$ cat src/rtl/udp_tx_arbiter_pkg.sv
// Shared encodings, widths and the round-robin successor helper used by the
// UDP TX arbiter and its priority picker.
package udp_tx_arbiter_pkg;

    localparam int BEAT_W = 64;
    localparam int KEEP_W = 8;
    localparam int USER_W = 32;
    localparam int IDX_W  = 3;

    localparam logic [KEEP_W-1:0] KEEP_FULL = 8'hff;

    typedef enum logic [0:0] {
        ST_IDLE = 1'b0,
        ST_XFER = 1'b1
    } arb_state_e;

    // Next channel index on a ring of ch_num requesters.
    function automatic logic [IDX_W-1:0] rr_next(input logic [IDX_W-1:0] idx,
                                                input int               ch_num);
        logic [IDX_W-1:0] nxt;
        if (int'(idx) >= ch_num - 1) begin
            nxt = 3'd0;
        end else begin
            nxt = idx + 3'd1;
        end
        return nxt;
    endfunction

endpackage

$ cat src/rtl/udp_tx_arbiter_rr_picker.sv
// Combinational round-robin picker: first request at or after the pointer,
// wrapping from P_N-1 back to 0.
module rr_picker
    import udp_tx_arbiter_pkg::*;
#(
    parameter int P_N = 4
) (
    input  logic [P_N-1:0]   i_req,
    input  logic [IDX_W-1:0] i_ptr,
    output logic [P_N-1:0]   o_grant,
    output logic [IDX_W-1:0] o_idx
);

    localparam int PW = IDX_W + 1;

    logic [PW-1:0] sum_s;
    logic [PW-1:0] pos_s;
    logic          found_s;
    logic          hit_s;

    // Walk the ring starting at the pointer and latch the first requester seen.
    always_comb begin
        o_grant = '0;
        o_idx   = '0;
        found_s = 1'b0;
        hit_s   = 1'b0;
        sum_s   = '0;
        pos_s   = '0;
        for (int i = 0; i < P_N; i++) begin
            sum_s = {1'b0, i_ptr} + PW'(i);
            pos_s = (sum_s >= PW'(P_N)) ? (sum_s - PW'(P_N)) : sum_s;
            for (int k = 0; k < P_N; k++) begin
                hit_s      = !found_s && (pos_s == PW'(k)) && i_req[k];
                o_grant[k] = o_grant[k] | hit_s;
                o_idx      = hit_s ? IDX_W'(k) : o_idx;
                found_s    = found_s | hit_s;
            end
        end
    end

endmodule

$ cat src/rtl/udp_tx_arbiter.sv
// Packet-atomic round-robin arbiter merging P_CH_NUM AXI-Stream channels onto
// the UDP TX stream, with an idle timeout that aborts stalled packets.
module udp_tx_arbiter
    import udp_tx_arbiter_pkg::*;
#(
    parameter int          P_CH_NUM  = 4,
    parameter logic [15:0] P_TIMEOUT = 16'd1024
) (
    input  logic                       i_clk,
    input  logic                       i_rst,
    input  logic [P_CH_NUM-1:0]        i_ch_enable,
    input  logic [P_CH_NUM*BEAT_W-1:0] s_axis_ch_data,
    input  logic [P_CH_NUM*USER_W-1:0] s_axis_ch_user,
    input  logic [P_CH_NUM*KEEP_W-1:0] s_axis_ch_keep,
    input  logic [P_CH_NUM-1:0]        s_axis_ch_last,
    input  logic [P_CH_NUM-1:0]        s_axis_ch_valid,
    output logic [P_CH_NUM-1:0]        s_axis_ch_ready,
    output logic [BEAT_W-1:0]          m_axis_udp_data,
    output logic [USER_W-1:0]          m_axis_udp_user,
    output logic [KEEP_W-1:0]          m_axis_udp_keep,
    output logic                       m_axis_udp_last,
    output logic                       m_axis_udp_valid,
    input  logic                       m_axis_udp_ready,
    output logic [2:0]                 o_grant_ch,
    output logic                       o_busy,
    output logic                       o_timeout_err
);

    arb_state_e          state_q, state_d;
    logic [IDX_W-1:0]    ptr_q, ptr_d;
    logic [IDX_W-1:0]    grant_q, grant_d;
    logic [15:0]         idle_cnt_q, idle_cnt_d;
    logic                timeout_err_q, timeout_err_d;

    logic [P_CH_NUM-1:0] req_s;
    logic [P_CH_NUM-1:0] pick_onehot_s;
    logic [IDX_W-1:0]    pick_idx_s;
    logic                pick_any_s;

    logic [BEAT_W-1:0]   sel_data_s;
    logic [USER_W-1:0]   sel_user_s;
    logic [KEEP_W-1:0]   sel_keep_s;
    logic                sel_last_s;
    logic                sel_valid_s;
    logic                ch_hit_s;
    logic                busy_s;
    logic                beat_fire_s;
    logic [15:0]         cnt_inc_s;

    assign req_s      = s_axis_ch_valid & i_ch_enable;
    assign pick_any_s = |pick_onehot_s;

    rr_picker #(
        .P_N (P_CH_NUM)
    ) u_rr_picker (
        .i_req   (req_s),
        .i_ptr   (ptr_q),
        .o_grant (pick_onehot_s),
        .o_idx   (pick_idx_s)
    );

    assign busy_s = (state_q == ST_XFER);

    // Route the granted channel to the output and hand it the downstream ready.
    always_comb begin
        sel_data_s      = '0;
        sel_user_s      = '0;
        sel_keep_s      = '0;
        sel_last_s      = 1'b0;
        sel_valid_s     = 1'b0;
        ch_hit_s        = 1'b0;
        s_axis_ch_ready = '0;
        for (int k = 0; k < P_CH_NUM; k++) begin
            ch_hit_s           = (grant_q == IDX_W'(k));
            sel_data_s         = sel_data_s | ({BEAT_W{ch_hit_s}} & s_axis_ch_data[k*BEAT_W +: BEAT_W]);
            sel_user_s         = sel_user_s | ({USER_W{ch_hit_s}} & s_axis_ch_user[k*USER_W +: USER_W]);
            sel_keep_s         = sel_keep_s | ({KEEP_W{ch_hit_s}} & s_axis_ch_keep[k*KEEP_W +: KEEP_W]);
            sel_last_s         = sel_last_s | (ch_hit_s & s_axis_ch_last[k]);
            sel_valid_s        = sel_valid_s | (ch_hit_s & s_axis_ch_valid[k]);
            s_axis_ch_ready[k] = busy_s & ch_hit_s & m_axis_udp_ready;
        end
    end

    // Byte enables only matter on the closing beat; every other beat is full.
    assign m_axis_udp_valid = busy_s & sel_valid_s;
    assign m_axis_udp_last  = busy_s & sel_last_s;
    assign m_axis_udp_data  = busy_s ? sel_data_s : '0;
    assign m_axis_udp_user  = busy_s ? sel_user_s : '0;
    assign m_axis_udp_keep  = m_axis_udp_last ? sel_keep_s : KEEP_FULL;
    assign beat_fire_s      = m_axis_udp_valid & m_axis_udp_ready;

    assign o_grant_ch    = grant_q;
    assign o_busy        = busy_s;
    assign o_timeout_err = timeout_err_q;

    // Next-state logic: grant in IDLE, hold the grant until last beat or timeout.
    always_comb begin
        state_d       = state_q;
        ptr_d         = ptr_q;
        grant_d       = grant_q;
        idle_cnt_d    = idle_cnt_q;
        timeout_err_d = 1'b0;
        cnt_inc_s     = idle_cnt_q + 16'd1;
        case (state_q)
            ST_IDLE: begin
                idle_cnt_d = 16'd0;
                if (pick_any_s) begin
                    state_d = ST_XFER;
                    grant_d = pick_idx_s;
                end else begin
                    state_d = ST_IDLE;
                end
            end
            ST_XFER: begin
                if (beat_fire_s && m_axis_udp_last) begin
                    state_d    = ST_IDLE;
                    ptr_d      = rr_next(grant_q, P_CH_NUM);
                    idle_cnt_d = 16'd0;
                end else if (sel_valid_s) begin
                    // A stalled downstream with valid data is not an idle source.
                    idle_cnt_d = 16'd0;
                end else if (cnt_inc_s == P_TIMEOUT) begin
                    state_d       = ST_IDLE;
                    ptr_d         = rr_next(grant_q, P_CH_NUM);
                    idle_cnt_d    = 16'd0;
                    timeout_err_d = 1'b1;
                end else begin
                    idle_cnt_d = cnt_inc_s;
                end
            end
            default: begin
                state_d    = ST_IDLE;
                idle_cnt_d = 16'd0;
            end
        endcase
    end

    // State registers with asynchronous reset.
    always_ff @(posedge i_clk or posedge i_rst) begin
        if (i_rst) begin
            state_q       <= ST_IDLE;
            ptr_q         <= 3'd0;
            grant_q       <= 3'd0;
            idle_cnt_q    <= 16'd0;
            timeout_err_q <= 1'b0;
        end else begin
            state_q       <= state_d;
            ptr_q         <= ptr_d;
            grant_q       <= grant_d;
            idle_cnt_q    <= idle_cnt_d;
            timeout_err_q <= timeout_err_d;
        end
    end

endmodule

$ cat config.mk
export PLATFORM = sky130hd
export DESIGN_NAME = udp_tx_arbiter
export DESIGN_NICKNAME = d
export VERILOG_FILES = /design/src/rtl/udp_tx_arbiter_pkg.sv /design/src/rtl/udp_tx_arbiter_rr_picker.sv /design/src/rtl/udp_tx_arbiter.sv
export SDC_FILE = /design/constraint.sdc
export NUM_CORES = 1
export LEC_CHECK = 0
export ABC_AREA = 1
export ABC_CLOCK_PERIOD_IN_PS = 7000
export CORE_AREA = 2 2 212 214
export DETAILED_ROUTE_END_ITERATION = 10
export DIE_AREA = 0 0 214 216
export GPL_TIMING_DRIVEN = 0
export PLACE_DENSITY = 0.48
export SLEW_MARGIN = 20
export SYNTH_ARGS = -nofsm -noshare
export SYNTH_HDL_FRONTEND = slang
export SYNTH_HIERARCHICAL = 1
export SYNTH_SLANG_ARGS = --single-unit
export TNS_END_PERCENT = 1
$ cat constraint.sdc
create_clock -name i_clk -period 7 [get_ports i_clk]
set_clock_uncertainty 0.05 [all_clocks]
set_input_delay 1.4 -clock i_clk [delete_from_list [all_inputs] [get_ports i_clk]]
set_output_delay 1.4 -clock i_clk [all_outputs]
set_load 0.02 [all_outputs]
# Word-level counts from Yosys, hierarchy flattened
# Cells that the tools add are included.
# classes
muxes	39
n_eq_ne	17
n_bitwise	74
n_lt_le_gt_ge	5
n_reduce_logical	56
add_sub_neg	9
# ops
cell	n
$and 64x64->64	4
$or 64x64->64	3
$and 32x32->32	4
$or 32x32->32	3
$mux 64	1
$mux 3	18
$mux 16	3
$and 8x8->8	4
$eq 4x2->1 const B	8
$logic_and 1x1->1	32
$mux 32	1
$or 1x1->1	32
$pmux 16 s2	1
$or 8x8->8	3
$and 1x1->1	19
$add 16x1->16 const B	1
$eq 16x11->1 const B	1
$eq 4x1->1 const B	4
$logic_not 4->1	4
$mux 4	4
$logic_not 1->1	15
$ge 4x3->1 const B	3
$sub 4x3->4 const B	3
$mux 1	9
other kinds (18)	20
# word_totals
wordCells	205
output_inout_bits	115
inputBits	431
ff_bits	24

# Logic depth before layout (Yosys ltp)
# Gate-level depths: netlist (run 1).
# logic_depth
word_depth	67
mapped_depth	19
mapped_depth_nobuf	19

# Modules after synthesis
# Netlist (run 1), hierarchy kept.
# modules_own_cells
mod	area_each_um2	cells_each	instances	seq_area_each_um2
udp_tx_arbiter	4383.0	796	1	600.6
rr_picker	560.5	99	1	0.0

# Least setup slack after synthesis (run 1)
# Ideal clock, no wire load.
# synth_timing
path_kind	reg-to-output
startpoint	register grant_q[2], in the netlist o_grant_ch[2]
endpoint	output m_axis_udp_user[29]
required_time_ps	5550
t_arrival_ps	2399
path_slack_ps	3151
stages_incl_launch_ff	10
path_buffers	5
cell_sequence	dfrtp_1 inv_2 buf_2 clkbuf_1 ha_1 buf_2 clkbuf_1 buf_1 nand2_1 a41oi_1
# synth_via
elab_chain_cells	6
word_cells_on_any_way	12
cone_classes	3 x eq/ne; 1 x mux; 7 x bitwise; 1 x reduce/logical
# synth_rtl
element	line_no	source
start, declared	udp_tx_arbiter.sv:31	logic [IDX_W-1:0] grant_q, grant_d;
start signal, assigned	udp_tx_arbiter.sv:149	grant_q <= grant_d;
$eq 3x1->1 or $logic_not 3->1 (tied branches)	udp_tx_arbiter.sv:74	ch_hit_s = (grant_q == IDX_W'(k));
$and 32x32->32	udp_tx_arbiter.sv:76	sel_user_s = sel_user_s | ({USER_W{ch_hit_s}} & s_axis_ch_user[k*USER_W +: USER_W]);
$or 32x32->32 (2 in series)	udp_tx_arbiter.sv:76	
$or 32x32->32 (*)	udp_tx_arbiter.sv:76	
$mux 32 (*)	udp_tx_arbiter.sv:88	assign m_axis_udp_user = busy_s ? sel_user_s : '0;
end, declared	udp_tx_arbiter.sv:19	output logic [USER_W-1:0] m_axis_udp_user,
# Mark *: on every way between the ends. The rest lies on a longest branch, timed or not.

# Worst setup path after layout (run 1)
# layout_timing
startpoint	register grant_q[2], in the netlist o_grant_ch[2]
endpoint	output m_axis_udp_user[10]
# The elaborated chain is that of the path after synthesis.

==> flow_metrics.py, run 1 <==
metrics = {
    "pwr": {
        "power.total_mw": 2.486,
        "vdd_drop_max_mv": 0.1163,
        "power_density_nw_per_um2": 221.5,
        "leakage_nw": 3.696,
    },
    "floorplan": {
        "die_x_um": 214,
        "die_area_um2": 46220,
        "rows": 77,
        "start_util_pct": 11.28,
        "die_h_um": 216,
        "ios": 546,
        "coreArea_um2": 43840,
    },
    "worst_hold_path": {
        "holdPathStages": 1,
        "hp-start": "idle_cnt_q[0]$_DFF_PP0_",
        "min_path_type": "flop to flop",
        "hold_end": "idle_cnt_q[0]$_DFF_PP0_",
    },
    "route": {
        "via_count": 8877,
        "post_drt_wl_per_cell_um": 22.25,
        "drt-total-wl_um": 45380,
        "antenna_left": 0,
        "route.detailed.drc": 0,
        "first_pass_iters": 5,
        "drt_first_iter_violations": 699,
        "viasPerCell": 4.354,
    },
    "clocking": {
        "ctsHoldBuffers": 0,
        "tritoncts": "built",
        "cts_sinks": 24,
        "ctsHtreeMaxLevel": 1,
        "cts-buffers-inserted": 3,
        "cts_root_buf": "clkbuf_16",
        "post_cts_buffers": 0,
        "clk_latency_ns": 0.26,
        "cts.clk_slew.worst_paths_ns": 0.06,
        "cts_resized": 0,
        "clockBufferDepth": 2,
    },
    "timing": {
        "relSlewSlack_pct": 34.35,
        "tightestPinTransition_ns": 0.9837,
        "drv_slew": 0,
        "period_needed_ns": 6.176,
        "setup_tns_ns": 0,
        "whs_ns": 0.4545,
        "period_share_pct": 88.23,
        "rsz0062_at_grt": "false",
        "setup_viol": 0,
        "fmax_mhz": 161.9,
        "hold_viol": 0,
    },
    "place": {
        "gp_congestion": 1.008,
        "hpwl_um": 38080,
        "numPortBuffers": 545,
    },
    "grt": {
        "grt_pass1_wl_um": 63500,
        "grt_max_degree": 25,
        "grt_use_total_pct": 18.54,
        "gr-total-overflow": 0,
        "antenna_found_initial": 8,
        "grt_pass1_vias": 8935,
    },
    "synthesis": {
        "syn_nets": 1336,
        "synth_area_per_cell_um2": 5.523,
        "ys_warn_count": 6,
        "async_reset_ff_share_pct": 100.0,
        "synth_area_leaders": "nand2_1 (28%), a41oi_1 (17%), nand3_1 (14%)",
        "yosys.area_share.xor_xnor_pct": 0.5315,
        "synth_top_cell_by_area": "nand2_1",
        "synth_top_area_share_pct": 28.25,
        "synth_edf_count": 0,
        "ys_seq_area_share_pct": 12.15,
        "synthMuxAreaShare_pct": 0,
        "yosysUniqueCellTypes": 33,
        "synth_seq_cells": 24,
        "yosys.area_share.adder_pct": 2.531,
        "synth_simple_gate_area_share_pct": 53.40,
        "yosysMostFrequentCell": "nand2_1",
        "netlist_area_um2": 4943,
        "synth_commonest_cells": "nand2_1 (372), nand3_1 (140), a41oi_1 (96)",
        "synth_top_family_by_area": "simple AND/OR/NAND/NOR gates",
        "synth-compound-area-share_pct": 21.61,
        "synth_flop_cell": "dfrtp_1",
        "syn_inst": 895,
    },
    "layout": {
        "fin_util_pct": 25.61,
        "drive_above_1_share_pct": 3.465,
        "final_nets": 1886,
        "synthToLayoutAreaGrowth_pct": 127.1,
    },
    "setup_path": {
        "worst-path-max-fanout": 10,
        "worstSetupStartpointType": "flop",
        "rr_startpoint": "o_grant_ch[2]$_DFFE_PP0P_",
        "reg2reg_slack_ns": 3.51,
        "required_ns": 5.55,
        "ff2ff_path_depth": 11,
        "timing.rr.end": "ptr_q[1]$_DFFE_PP0P_",
        "criticalPathCategory": "flop to output pin",
        "arrival_ns": 4.73,
        "endpoint_kind": "output pin",
    },
    "run": {
        "cap_violations": 0,
    },
    "run_status": {
        "status": "finished, final reports clean",
    },
}
[cells in the final DEF (no fill, tap or decap), types with 4 or more instances in the layout]
| cell | Yosys | final |
|---|---|---|
| nor2_1 | 55 | 55 |
| nand2_1 | 372 | 372 |
| ha_1 | 10 | 10 |
| a21oi_1 | 14 | 14 |
| a41oi_1 | 96 | 96 |
| nor3_1 | 6 | 6 |
| buf_2 | 8 | 9 |
| buf_1 | 13 | 12 |
| clkdlybuf4s50_1 | 0 | 545 |
| nand2_2 | 5 | 5 |
| nand4_1 | 10 | 10 |
| inv_1 | 42 | 42 |
| a32o_1 | 8 | 8 |
| nor2_4 | 4 | 4 |
| dfrtp_1 | 24 | 24 |
| inv_2 | 9 | 9 |
| diode_2 | 0 | 4 |
| nand3_1 | 140 | 140 |
| clkbuf_1 | 48 | 47 |
| nor2_2 | 8 | 8 |
[report_power, final]
| part | switching, mW | internal (mW) |
|---|---|---|
| sequential | 0.0342 | 0.167 |
| combinational | 1.25 | 0.910 |
| clock | 0.0492 | 0.0757 |
[sequential cells by signal, summed over array words and instances, names as in the netlist]
register	flops
o_grant_ch	3
o_busy	1
ptr_q	3
idle_cnt_q	16
o_timeout_err	1
[cell families after synthesis]
| group | Yosys count |
|---|---|
| adders and majority gates | 10 |
| and+or+nand+nor | 610 |
| AOI/OAI and AO/OA | 125 |
| DFF | 24 |
| xor gates and xnor gates | 3 |
| other | 1 |
| buffers and inverters | 122 |
[worst max path at each step]
| stage | startpoint | end | cells after the start |
|---|---|---|---|
| global placement | o_grant_ch[2]$_DFFE_PP0P_ | m_axis_udp_user[27] | 10 |
| CTS | o_grant_ch[2]$_DFFE_PP0P_ | m_axis_udp_user[10] | 10 |
| floorplan | o_grant_ch[2]$_DFFE_PP0P_ | m_axis_udp_user[29] | 9 |
| detailed placement | o_grant_ch[2]$_DFFE_PP0P_ | m_axis_udp_user[10] | 10 |
| global route | o_grant_ch[2]$_DFFE_PP0P_ | m_axis_udp_user[10] | 10 |
| finish | o_grant_ch[2]$_DFFE_PP0P_ | m_axis_udp_user[10] | 10 |
[layout make-up]
class	count	area, um2
Multi-Input combinational cell	749	3864
Timing Repair Buffer	545	5455
Fill cell	4934	32610
Inverter	51	191.4
Sequential cell	24	600.6
Antenna cell	4	10.01
Clock buffer	3	75.07
Buffer	71	290.3
Tap cell	592	740.7
[routing by layer]
| layer | vias up | track usage [%] | routed length [um] |
|---|---|---|---|
| li1 | 4205 | - | - |
| met1 | 4171 | 23.91 | 19660 |
| met2 | 455 | 31.76 | 21690 |
| met3 | 42 | 3.171 | 2962 |
| met4 | 4 | 5.012 | 1036 |
| met5 | - | 0 | 27 |
[worst max-delay path: stages, from the launching register on]
cell and delay [ns]:
dfrtp_1 0.44, inv_2 0.09, buf_2 0.39, clkbuf_1 0.57, ha_1 0.25, buf_2 0.32
clkbuf_1 0.71, clkbuf_1 0.50, nand2_1 0.10, a41oi_1 0.39, clkdlybuf4s50_1 0.69
[metrics by stage]
| step | cells | instance area (um2) | worst slack, ns |
|---|---|---|---|
| finish | 2039 | 11230 | 0.8238 |
| detailed placement | 2032 | 11140 | 1.057 |
| floorplan | 895 | 4943 | 3.151 |
| global placement | 2032 | 11140 | 1.018 |
| global route | 2039 | 11230 | 0.5316 |
| CTS | 2035 | 11220 | 0.7542 |
Power figures use the tool's default switching activity.
==> inputs of run 2 (changes only) <==
Settings changed: CORE_AREA 2 2 212 214 to 2 2 209 211, DIE_AREA 0 0 214 216 to 0 0 211 213, SKIP_CTS_REPAIR_TIMING set to 1.
==> run 2 against run 1 <==
Net effect: total power grew 1.5%; critical path depth is the same; setup slack lost 0.030 ns; critical path type unchanged; critical endpoint is now m_axis_udp_user[16]; largest power group unchanged; highest routed layer is now met4.
==> flow_metrics.py, run 2 (synthesis gave the netlist of run 1 again) <==
metrics = {
    "timing": {
        "setup_viol": 0,
        "setup_tns_ns": 0,
        "relSlewSlack_pct": 30.46,
        "fin_ws_ns": 0.7943,
        "hold_viol": 0,
        "rsz0062_at_grt": "false",
        "period_share_pct": 88.65,
        "drv_slew": 0,
        "tightestPinTransition_ns": 1.043,
        "fmax_mhz": 161.1,
        "period_needed_ns": 6.206,
    },
    "clocking": {
        "ctsHtreeMaxLevel": 1,
        "cts-buffers-inserted": 3,
        "cts_root_buf": "clkbuf_16",
        "cts_sinks": 24,
        "tritoncts": "built",
        "clockBufferDepth": 2,
        "clk_latency_ns": 0.26,
        "cts.clk_slew.worst_paths_ns": 0.07,
    },
    "grt": {
        "grt_pass1_wl_um": 61090,
        "grt_pass1_vias": 8650,
        "antenna_found_initial": 14,
        "grt_max_degree": 25,
        "gr-total-overflow": 0,
        "grt_use_total_pct": 18.63,
    },
    "layout": {
        "fillers": 4783,
        "drive_above_1_share_pct": 3.393,
        "seqCellArea_um2": 600.6,
        "most-common-layout-cells": "clkdlybuf4s50_1 (545), nand2_1 (372), nand3_1 (140)",
        "final_common_cell": "clkdlybuf4s50_1",
        "regMostFlops": "idle_cnt_q",
        "design_area_um2": 11220,
        "synthToLayoutAreaGrowth_pct": 127.0,
        "largest_register_ffs": 16,
        "multi_input_area_um2": 3864,
        "final_nets": 1886,
    },
    "setup_path": {
        "reg2reg_slack_ns": 3.51,
        "timing.rr.end": "ptr_q[2]$_DFFE_PP0P_",
        "rr_startpoint": "o_grant_ch[2]$_DFFE_PP0P_",
        "worstSetupStartpointType": "flop",
        "ff2ff_path_depth": 11,
        "endpoint_kind": "output pin",
        "worst-path-max-fanout": 10,
        "required_ns": 5.55,
        "criticalPathCategory": "flop to output pin",
        "arrival_ns": 4.76,
    },
    "place": {
        "gp_congestion": 0.9286,
        "hpwl_um": 38260,
        "place_ws_ns": 0.9641,
        "numPortBuffers": 545,
        "place_area_um2": 11080,
    },
    "run": {
        "cap_violations": 0,
    },
    "pwr": {
        "swShare_pct": 52.86,
        "vdd_drop_max_mv": 0.1342,
        "switching_power_mw": 1.334,
        "power.total_mw": 2.523,
        "pwr-share-comb_pct": 85.3,
        "power_density_nw_per_um2": 224.8,
        "leakage_nw": 3.702,
        "pwr-share-clk_pct": 6.6,
        "p_int_mw": 1.189,
        "seqPwrFrac_pct": 8.1,
    },
    "floorplan": {
        "die_area_um2": 44940,
        "rows": 76,
        "start_util_pct": 11.58,
        "coreArea_um2": 42700,
        "die_x_um": 211,
        "die_h_um": 213,
        "ios": 546,
    },
    "worst_hold_path": {
        "hold_end": "idle_cnt_q[0]$_DFF_PP0_",
        "min_path_type": "flop to flop",
        "hp-start": "idle_cnt_q[0]$_DFF_PP0_",
        "holdPathStages": 1,
    },
    "route": {
        "drt-total-wl_um": 45420,
        "first_pass_iters": 5,
        "drt_first_iter_violations": 736,
        "viasPerCell": 4.423,
        "post_drt_wl_per_cell_um": 22.66,
        "route.detailed.drc": 0,
        "antenna_left": 0,
        "via_count": 8864,
    },
    "run_status": {
        "status": "finished, final reports clean",
    },
}
run 2: cell types whose count changed in the layout (fill, tap and decap cells not counted):
cell / before / now
bufinv_16: 0 / 1
diode_2: 4 / 14
clkbuf_1: 47 / 48
clkbuf_2: 1 / 0
buf_1: 12 / 13
buf_2: 9 / 8
run 2: power groups by stage:
stage	Clock [mW]	Combinational (mW)	Sequential (mW)
after floorplan	0	0.995	0.205
after global placement	0	2.17	0.205
after detailed placement	0	2.17	0.206
after CTS	0.170	2.18	0.204
after global routing	0.176	2.29	0.208
final	0.166	2.15	0.204
run 2: metrics by stage:
stage,utilization [%],hold WS (ns),std cells
5_1_grt,26.26,0.4577,2000
4_1_cts,26.20,0.4495,1990
2_1_floorplan,-,0.4088,895
6_report,26.28,0.4517,2004
3_3_place_gp,25.96,0.4264,1986
3_5_place_dp,25.96,0.4425,1986
run 2: final cells by class:
| class | instances | share of cell area (%) |
|---|---|---|
| antenna | 14 | 0.3122 |
| buffer | 71 | 2.564 |
| clock inverter | 1 | 0.2676 |
| sequential | 24 | 5.352 |
| tap | 546 | 6.088 |
| inverter | 51 | 1.706 |
| multi-input combinational | 749 | 34.43 |
| timing repair buffer | 545 | 48.61 |
| clock buffer | 3 | 0.6690 |
run 2: worst max-delay path, stage by stage (launching register included):
cell and delay (ns):
dfrtp_1 0.43, inv_2 0.09, buf_2 0.34, clkbuf_1 0.54, ha_1 0.24, buf_2 0.31, clkbuf_1 0.68, clkbuf_1 0.52
nand2_1 0.11, a41oi_1 0.49, clkdlybuf4s50_1 0.71
run 2: per-layer routing:
metal  global-route usage, %  wire length [um]
met5                       0                 0
met4                   6.508              1145
met3                   2.706              2954
met2                   30.97             22060
met1                   24.55             19260
run 2: how the worst max path moves through the flow:
stage | from | end | slack (ns)
CTS | o_grant_ch[2]$_DFFE_PP0P_ | m_axis_udp_user[16] | 0.67
floorplan | o_grant_ch[2]$_DFFE_PP0P_ | m_axis_udp_user[29] | 3.15
finish | o_grant_ch[2]$_DFFE_PP0P_ | m_axis_udp_user[16] | 0.79
global route | o_grant_ch[2]$_DFFE_PP0P_ | m_axis_udp_user[16] | 0.53
global placement | o_grant_ch[2]$_DFFE_PP0P_ | m_axis_udp_user[16] | 1.0
detailed placement | o_grant_ch[2]$_DFFE_PP0P_ | m_axis_udp_user[16] | 0.96
==> patch, RTL diff (flow settings as in run 2) <==
The package constant `KEEP_W` goes from 8 to 10.
--- a/src/rtl/udp_tx_arbiter_pkg.sv
+++ b/src/rtl/udp_tx_arbiter_pkg.sv
@@ -3,7 +3,7 @@
 package udp_tx_arbiter_pkg;
 
     localparam int BEAT_W = 64;
-    localparam int KEEP_W = 8;
+    localparam int KEEP_W = 10;
     localparam int USER_W = 32;
     localparam int IDX_W  = 3;
 
Interface: changed (resized m_axis_udp_keep and s_axis_ch_keep); port bits go from 546 to 556. No check against the original RTL was run, so the function may have changed too.
==> patch against run 2 <==
- utilization down 0.097 points
- highest routed layer is now met5
- largest cell class unchanged
- clock power down 24%
- total power down 9.2%
- routed wire length down 8.8%
- worst setup slack better by 1.2 ns
- final area down 0.37%
- sequential cell count unchanged
- area after synthesis down 1.8%
==> patch: results <==
[status]
outcome = "finished clean"

[placement]
place_area_sq_um = 11100
gp_congestion = 0.907
dp_hpwl_mm = 35.5
dpl_worst_slack_ns = 1.81
io_buffers = 555

[cells_and_area]
multi_input_area_sq_um = 3810
num_antenna_cells = 5
final.fill_count = 4785
drive_gt1_frac = 0.0420
buffer_area_frac = 0.518
inv_count = 56
multi_input_gates = 757
buffers = 613
area_delta_synth_final_pct = 130
nNetsFinal = 1904
nFlopsAndLatches = 24
largest_register = "idle_cnt_q"
clk_share = 0.00671

[clocking]
clockRootBuffer = "clkbuf_16"

[logic_synthesis]
syn-num-nets = 1344
yosysSeqAreaShare = 0.124
synth_top_cells_by_area = "nand2_1 37%, a41oi_1 18%, dfrtp_1 12%"
synth_flop_cell = "dfrtp_1"
ys_types = 34

[grt]
use_met3 = 0.0349
use_met1 = 0.212
track_usage = 0.171
grt_pass1_vias = 8673
grt_util_met2 = 0.301

[drt]
vias = 8436
wl_per_cell_um = 20.7
routed.top_layer = "met5"
drt_iter0_drc = 571
met2_length_mm = 20.6
wl_met3_mm = 2.54
first_pass_iters = 7

[power_and_ir_drop]
vdd_drop_max_v = 0.000115
p_switching_uw = 1160
power.leakage_uw = 0.00380

[timing]
worst_pin_slew_ns = 1.16

[critical_path]
arrival_ns = 3.58
==> patch: cell count changes after synthesis, moves of 3 or more <==
cell,run 2,this run
a22o_1,0,11
a32o_1,8,0
nor2_2,8,17
clkbuf_1,48,36
nand3_1,140,39
inv_1,42,45
nor2_1,55,39
buf_2,8,4
a21oi_2,1,4
nand2_1,372,477
buf_1,13,16
==> patch: logic make-up (layout without fill, tap and decap cells) <==
group / Yosys count / after routing / share of synthesized area
AOI/OAI and AO/OA: 132 / 132 / 0.226
other: 1 / 6 / 0.000773
xor gates and xnor gates: 2 / 2 / 0.00516
DFF: 24 / 24 / 0.124
adders and majority gates: 10 / 10 / 0.0258
and+or+nand+nor: 612 / 612 / 0.527
buffers and inverters: 114 / 672 / 0.0915
==> patch: power by group through the flow <==
stage | Combinational [uW] | Clock, uW | Sequential, uW
2_1_floorplan | 909 | 0 | 201
3_3_place_gp | 1970 | 0 | 200
3_5_place_dp | 1970 | 0 | 200
4_1_cts | 1980 | 130 | 198
5_1_grt | 2100 | 135 | 204
6_report | 1970 | 126 | 199
==> patch: final timing paths <==
kind                                           startpoint                   endpoint  slack, ns  depth (start not counted)
worst max-delay path            o_grant_ch[2]$_DFFE_PP0P_        m_axis_udp_user[24]       1.97                          8
worst min-delay path              idle_cnt_q[0]$_DFF_PP0_    idle_cnt_q[0]$_DFF_PP0_       0.45                          1
max in group asynchronous                           i_rst   idle_cnt_q[14]$_DFF_PP0_       4.97                          2
min in group asynchronous                           i_rst       ptr_q[2]$_DFFE_PP0P_       1.50                          2
worst max register to register       ptr_q[0]$_DFFE_PP0P_  o_grant_ch[0]$_DFFE_PP0P_       3.88                         16
worst min register to register    idle_cnt_q[0]$_DFF_PP0_    idle_cnt_q[0]$_DFF_PP0_       0.45                          1
